### config.mk
export PLATFORM = sky130hd
export DESIGN_NAME = slv_guard_rst_ctrl
export DESIGN_NICKNAME = d
export VERILOG_FILES = /design/src/rtl/slv_guard_rst_ctrl.sv
export SDC_FILE = /design/constraint.sdc
export NUM_CORES = 1
export LEC_CHECK = 0
export ABC_AREA = 1
export CORE_MARGIN = 4
export CORE_UTILIZATION = 43
export DETAILED_ROUTE_END_ITERATION = 8
export DONT_BUFFER_PORTS = 1
export GPL_ROUTABILITY_DRIVEN = 0
export PLACE_DENSITY = 0.6
export SYNTH_ARGS = -nofsm -noshare
export SYNTH_HDL_FRONTEND = slang
export SYNTH_SLANG_ARGS = --single-unit
### constraint.sdc
create_clock -name clk_i -period 2.4 [get_ports clk_i]
set_input_delay 0.36 -clock clk_i [delete_from_list [all_inputs] [get_ports clk_i]]
set_output_delay 0.36 -clock clk_i [all_outputs]
set_load 0.02 [all_outputs]
### src/rtl/slv_guard_rst_ctrl.sv
// Subordinate reset sequencer for a bus guard: asserts the subordinate reset,
// lets it settle, waits for ready with bounded retries, and latches a fault otherwise.
module slv_guard_rst_ctrl #(
  parameter int CntWidth   = 16,
  parameter int MaxRetries = 3,
  localparam int RetryWidth = $clog2(MaxRetries + 1)
) (
  input  logic                  clk_i,
  input  logic                  rst_ni,
  input  logic                  en_i,
  input  logic                  rst_req_i,
  input  logic [CntWidth-1:0]   assert_cycles_i,
  input  logic [CntWidth-1:0]   settle_cycles_i,
  input  logic [CntWidth-1:0]   ready_timeout_i,
  input  logic                  sub_ready_i,
  input  logic                  clear_fault_i,
  output logic                  sub_rst_no,
  output logic                  isolate_o,
  output logic                  rst_stat_o,
  output logic                  busy_o,
  output logic                  fault_o,
  output logic                  irq_o,
  output logic [RetryWidth-1:0] retry_cnt_o,
  output logic [2:0]            state_o
);

  typedef enum logic [2:0] {
    IDLE     = 3'd0,
    ASSERT   = 3'd1,
    SETTLE   = 3'd2,
    WAIT_RDY = 3'd3,
    DONE     = 3'd4,
    FAULT    = 3'd5
  } state_t;

  state_t                state_q, state_d;
  logic [CntWidth-1:0]   cnt_q, cnt_d;
  logic [RetryWidth-1:0] retry_q, retry_d;
  logic                  wait_forever_q, wait_forever_d;
  logic                  req_q;
  logic                  req_rise;

  assign req_rise = rst_req_i & ~req_q;

  // Phase counters hold "cycles remaining minus one", so a zero request still lasts one cycle.
  function automatic logic [CntWidth-1:0] phase_load(input logic [CntWidth-1:0] len);
    return (len == '0) ? '0 : len - 1'b1;
  endfunction

  always_comb begin
    state_d        = state_q;
    cnt_d          = cnt_q;
    retry_d        = retry_q;
    wait_forever_d = wait_forever_q;
    unique case (state_q)
      IDLE: begin
        if (req_rise && en_i) begin
          state_d = ASSERT;
          cnt_d   = phase_load(assert_cycles_i);
        end
      end
      ASSERT: begin
        if (cnt_q == '0) begin
          state_d = SETTLE;
          cnt_d   = phase_load(settle_cycles_i);
        end else begin
          cnt_d = cnt_q - 1'b1;
        end
      end
      SETTLE: begin
        if (cnt_q == '0) begin
          state_d        = WAIT_RDY;
          cnt_d          = ready_timeout_i;
          wait_forever_d = (ready_timeout_i == '0);
        end else begin
          cnt_d = cnt_q - 1'b1;
        end
      end
      WAIT_RDY: begin
        // Ready wins over a timeout landing in the same cycle.
        if (sub_ready_i) begin
          state_d = DONE;
          cnt_d   = '0;
        end else if (!wait_forever_q && cnt_q <= CntWidth'(1)) begin
          if (retry_q < RetryWidth'(MaxRetries)) begin
            retry_d = retry_q + 1'b1;
            state_d = ASSERT;
            cnt_d   = phase_load(assert_cycles_i);
          end else begin
            state_d = FAULT;
            cnt_d   = '0;
          end
        end else if (cnt_q != '0) begin
          cnt_d = cnt_q - 1'b1;
        end
      end
      DONE: begin
        state_d = IDLE;
        retry_d = '0;
      end
      FAULT: begin
        if (clear_fault_i) begin
          state_d = IDLE;
          retry_d = '0;
        end
      end
      default: begin
        state_d = IDLE;
        cnt_d   = '0;
        retry_d = '0;
      end
    endcase
  end

  // Outputs are registered from the next state so they line up with state_o.
  always_ff @(posedge clk_i or negedge rst_ni) begin
    if (!rst_ni) begin
      state_q        <= IDLE;
      cnt_q          <= '0;
      retry_q        <= '0;
      wait_forever_q <= 1'b0;
      req_q          <= 1'b0;
      sub_rst_no     <= 1'b1;
      isolate_o      <= 1'b0;
      busy_o         <= 1'b0;
      fault_o        <= 1'b0;
      rst_stat_o     <= 1'b0;
      irq_o          <= 1'b0;
    end else begin
      state_q        <= state_d;
      cnt_q          <= cnt_d;
      retry_q        <= retry_d;
      wait_forever_q <= wait_forever_d;
      req_q          <= rst_req_i;
      sub_rst_no     <= !(state_d == ASSERT || state_d == FAULT);
      isolate_o      <= (state_d != IDLE);
      busy_o         <= (state_d != IDLE);
      fault_o        <= (state_d == FAULT);
      rst_stat_o     <= (state_d == DONE);
      irq_o          <= (state_d == FAULT) && (state_q != FAULT);
    end
  end

  assign state_o     = state_q;
  assign retry_cnt_o = retry_q;

endmodule

==> run_results.csv <==
group,metric,value,unit
setup_path,r2r_start,"cnt_q[1]",
global_route,grt_pass1_vias,3397,
drt,wl_per_cell,15.0,microns
setup_path,critPathLaunch,"cnt_q[1]",
finish,drive_above_1_share,0.0668,
pwr,switchingPower,0.00160,W
die,die_area,8880,sq um
placed_design,place_area,3320,sq um
placed_design,pre_cts_ws,0.148,ns
setup_path,cp.arrival,2.42,ns
pwr,seq_power_share,0.275,
finish,final_nets,647,
pwr,ir_drop,0.569,mV
clocking,cts_root_buf,"clkbuf_8",
synthesis,synth_fp_nets,635,
synthesis,synth_ff_type,"dfrtp_1",
job,cap_viol_max_count,0,
die,die_x,94.2,microns
die,io_pins,65,
synthesis,synthCells,573,
synthesis,postSynth.asyncResetShare,1.00,
drt,firstDrtPassIters,5,
sta,tns,0,ns
setup_path,worst-path-buf-inv,4,
sta,layout_worst_path_cycle_share,0.916,
drt,ant_nets,0,
setup_path,worstSetupPathType,"reg -> reg",
die,num_rows,31,
clocking,cts_sinks,28,
setup_path,critPathSlowestCell,"dfrtp_1",
finish,fillCellCount,806,
global_route,grt-ovfl-total,0,
sta,fmax,0.455,GHz
synthesis,syn_avg_cell_area,5.58,sq um
min_path,hold_start,"rst_req_i",
sta,maxSlewViolCount,0,
global_route,grt_max_degree,29,
clocking,cts_buffer_depth,2,
drt,remaining_drc_errors,0,
pwr,p_int,0.00153,W
sta,worst_pin_slew,0.559,ns
clocking,cts_tree,"yes",
synthesis,synth_area,3200,sq um
finish,diodes,0,
drt,vias,3599,
setup_path,crit_family,"simple AND/OR/NAND/NOR gates",
sta,max_slew_margin,0.626,
finish,final_area,3500,sq um
clocking,clock_latency,0.28,ns
setup_path,worstPathCellList,"inv_2 > ha_1 > inv_1 > nand2_1 > nand3_1 > nor2_4 > nand2_2 > nand2_4 > inv_2 > nand2_2 > nand2_2 > a21oi_4 > buf_4 > nand2_1 > o21ai_1",
sta,whs,0.0923,ns
synthesis,yosys_register_bits,28,
global_route,grt_pass1_wl,16.4,mm
placed_design,io_buffers,0,
finish,area_growth,9.39,%
die,core,7250,sq um
pwr,power_density,893,nW/um^2
synthesis,synth_warnings,0,
sta,fin_worst_skew,0.00319,ns
finish,postLayoutCoreUtil,0.482,
placed_design,hpwl,8.41,mm
clocking,cts_buffers,3,
pwr,p_leak,1.87,nW
pwr,clkPwrFrac,0.126,
drt,wl,10.2,mm
synthesis,synth_area_leaders,"nand2_1 22%, dfrtp_1 21%, nor2_1 12%, nand3_1 11%, inv_1 8.9%",
sta,fin_ws,0.202,ns
run_status,status,"complete, no violations",
setup_path,cp.required,2.62,ns
sta,setup_viol,0,
die,initial_utilization,0.441,
synthesis,yosysMostFrequentCell,"nand2_1",
finish,multi_input_area,2170,sq um
setup_path,slowest_delay,0.42,ns
synthesis,yosys.area.top_type,"nand2_1",
setup_path,cp-end-kind,"flip-flop",
synthesis,synth_edf_count,0,
pwr,power_frac_comb,0.599,
die,die_h,94.2,microns
synthesis,synth_top_area_frac,0.220,
drt,drtIter0Drc,362,
pwr,swShare,0.511,
setup_path,critPathMaxFanout,7,
sta,hold_viol,0,
setup_path,cp_common_cell,"nand2_2",
synthesis,synth_cell_type_count,29,
global_route,track_usage,0.235,
setup_path,worstSetupStartpointType,"flip-flop",
drt,vias_per_cell,5.27,
sta,rsz0062_at_grt,"no",
global_route,antenna_found_initial,0,
finish,register_area,702,sq um
synthesis,ys_seq_area_frac,0.220,
clocking,clkTransAtPathRegs,0.11,ns
sta,period_minus_slack,2.20,ns
clocking,ctsHtreeMaxLevel,1,
min_path,min_path_type,"in -> reg",
synthesis,ys_top_cells_by_count,"187 x nand2_1, 102 x nor2_1, 76 x inv_1, 68 x nand3_1, 27 x dfrtp_1",
[flip-flops by register name (all words and copies together), names as in the netlist]
register and count:
wait_forever_q 1, busy_o 1, retry_cnt_o 2, req_q 1, rst_stat_o 1, cnt_q 16
sub_rst_no 1, fault_o 1, irq_o 1, state_o 3
[routing by layer]
metal	global-route usage	part of all wire	routed length (microns)	up-vias
met5	0	0	0	-
met4	0.0614	0.027	278	0
met3	0.0369	0.072	737	22
met2	0.387	0.46	4720	151
met1	0.320	0.44	4490	1608
li1	-	-	-	1818
[layout by cell type, fill, tap and decap left out, types with 4 or more instances in the layout]
cell,instances
nand4_1,9
xnor2_1,6
buf_4,11
a21oi_1,11
xor2_1,16
nand2_2,7
nor4_1,4
ha_1,7
o21ai_1,7
inv_1,74
dfrtp_1,27
nor3_1,8
inv_2,5
nand3_1,67
nor2_1,102
nand2_1,186
nand3b_1,6
o21ai_0,8
[what timing repair did]
item | in CTS | in global routing
resized for setup | 0 | 12
buffers inserted | 0 | 5
hold endpoints to repair | 28 | 0
endpoints found under the setup margin | 0 | 18
hold buffers | 2 | 0
[cell families (layout without fill, tap and decap cells)]
| kind of cell | Yosys count | count (layout) | synth area share |
|---|---|---|---|
| xor+xnor | 22 | 22 | 0.0603 |
| buf+inv | 87 | 98 | 0.109 |
| compound gates | 32 | 32 | 0.0568 |
| flops | 28 | 28 | 0.220 |
| fa+ha+maj | 8 | 8 | 0.0313 |
| simple gates | 396 | 396 | 0.523 |
[power groups by stage]
stage	Clock [W]	Sequential (W)	Combinational [W]
floorplan	0	0.000803	0.00133
detailed placement	0	0.000859	0.00173
CTS	0.000397	0.000849	0.00175
global placement	0	0.000857	0.00173
global route	0.000416	0.000880	0.00211
finish	0.000394	0.000858	0.00187
[through the flow]
step,power [W],cells
4_1_cts,0.00300,677
5_1_grt,0.00341,683
6_report,0.00312,683
2_1_floorplan,0.00214,573
3_3_place_gp,0.00259,671
3_5_place_dp,0.00259,671
[worst reg2reg max path, stage by stage (launching register included)]
cell	delay, ns
dfrtp_1	0.42
inv_2	0.11
ha_1	0.18
inv_1	0.05
nand2_1	0.07
nand3_1	0.11
nor2_4	0.19
nand2_2	0.11
nand2_4	0.12
inv_2	0.05
nand2_2	0.05
nand2_2	0.06
a21oi_4	0.26
buf_4	0.22
nand2_1	0.06
o21ai_1	0.06
[final cells by class]
cell class,count,share of cell area
Timing Repair Buffer,14,0.0354
Clock inverter,1,0.00859
Sequential cell,28,0.201
Tap cell,99,0.0354
Inverter,80,0.0873
Clock buffer,3,0.0118
Multi-Input combinational cell,458,0.621
[worst paths after layout]
| path | endpoint | slack, ns | cells past startpoint |
|---|---|---|---|
| max | cnt_q[6] | 0.20 | 15 |
| min | req_q | 0.09 | 0 |
| max reg2reg | cnt_q[6] | 0.20 | 15 |
| min reg2reg | wait_forever_q | 0.52 | 2 |
| max in group asynchronous | sub_rst_no | 1.66 | 2 |
| min in group asynchronous | state_o[0] | 0.50 | 2 |
(Power assumes the default switching activity.)
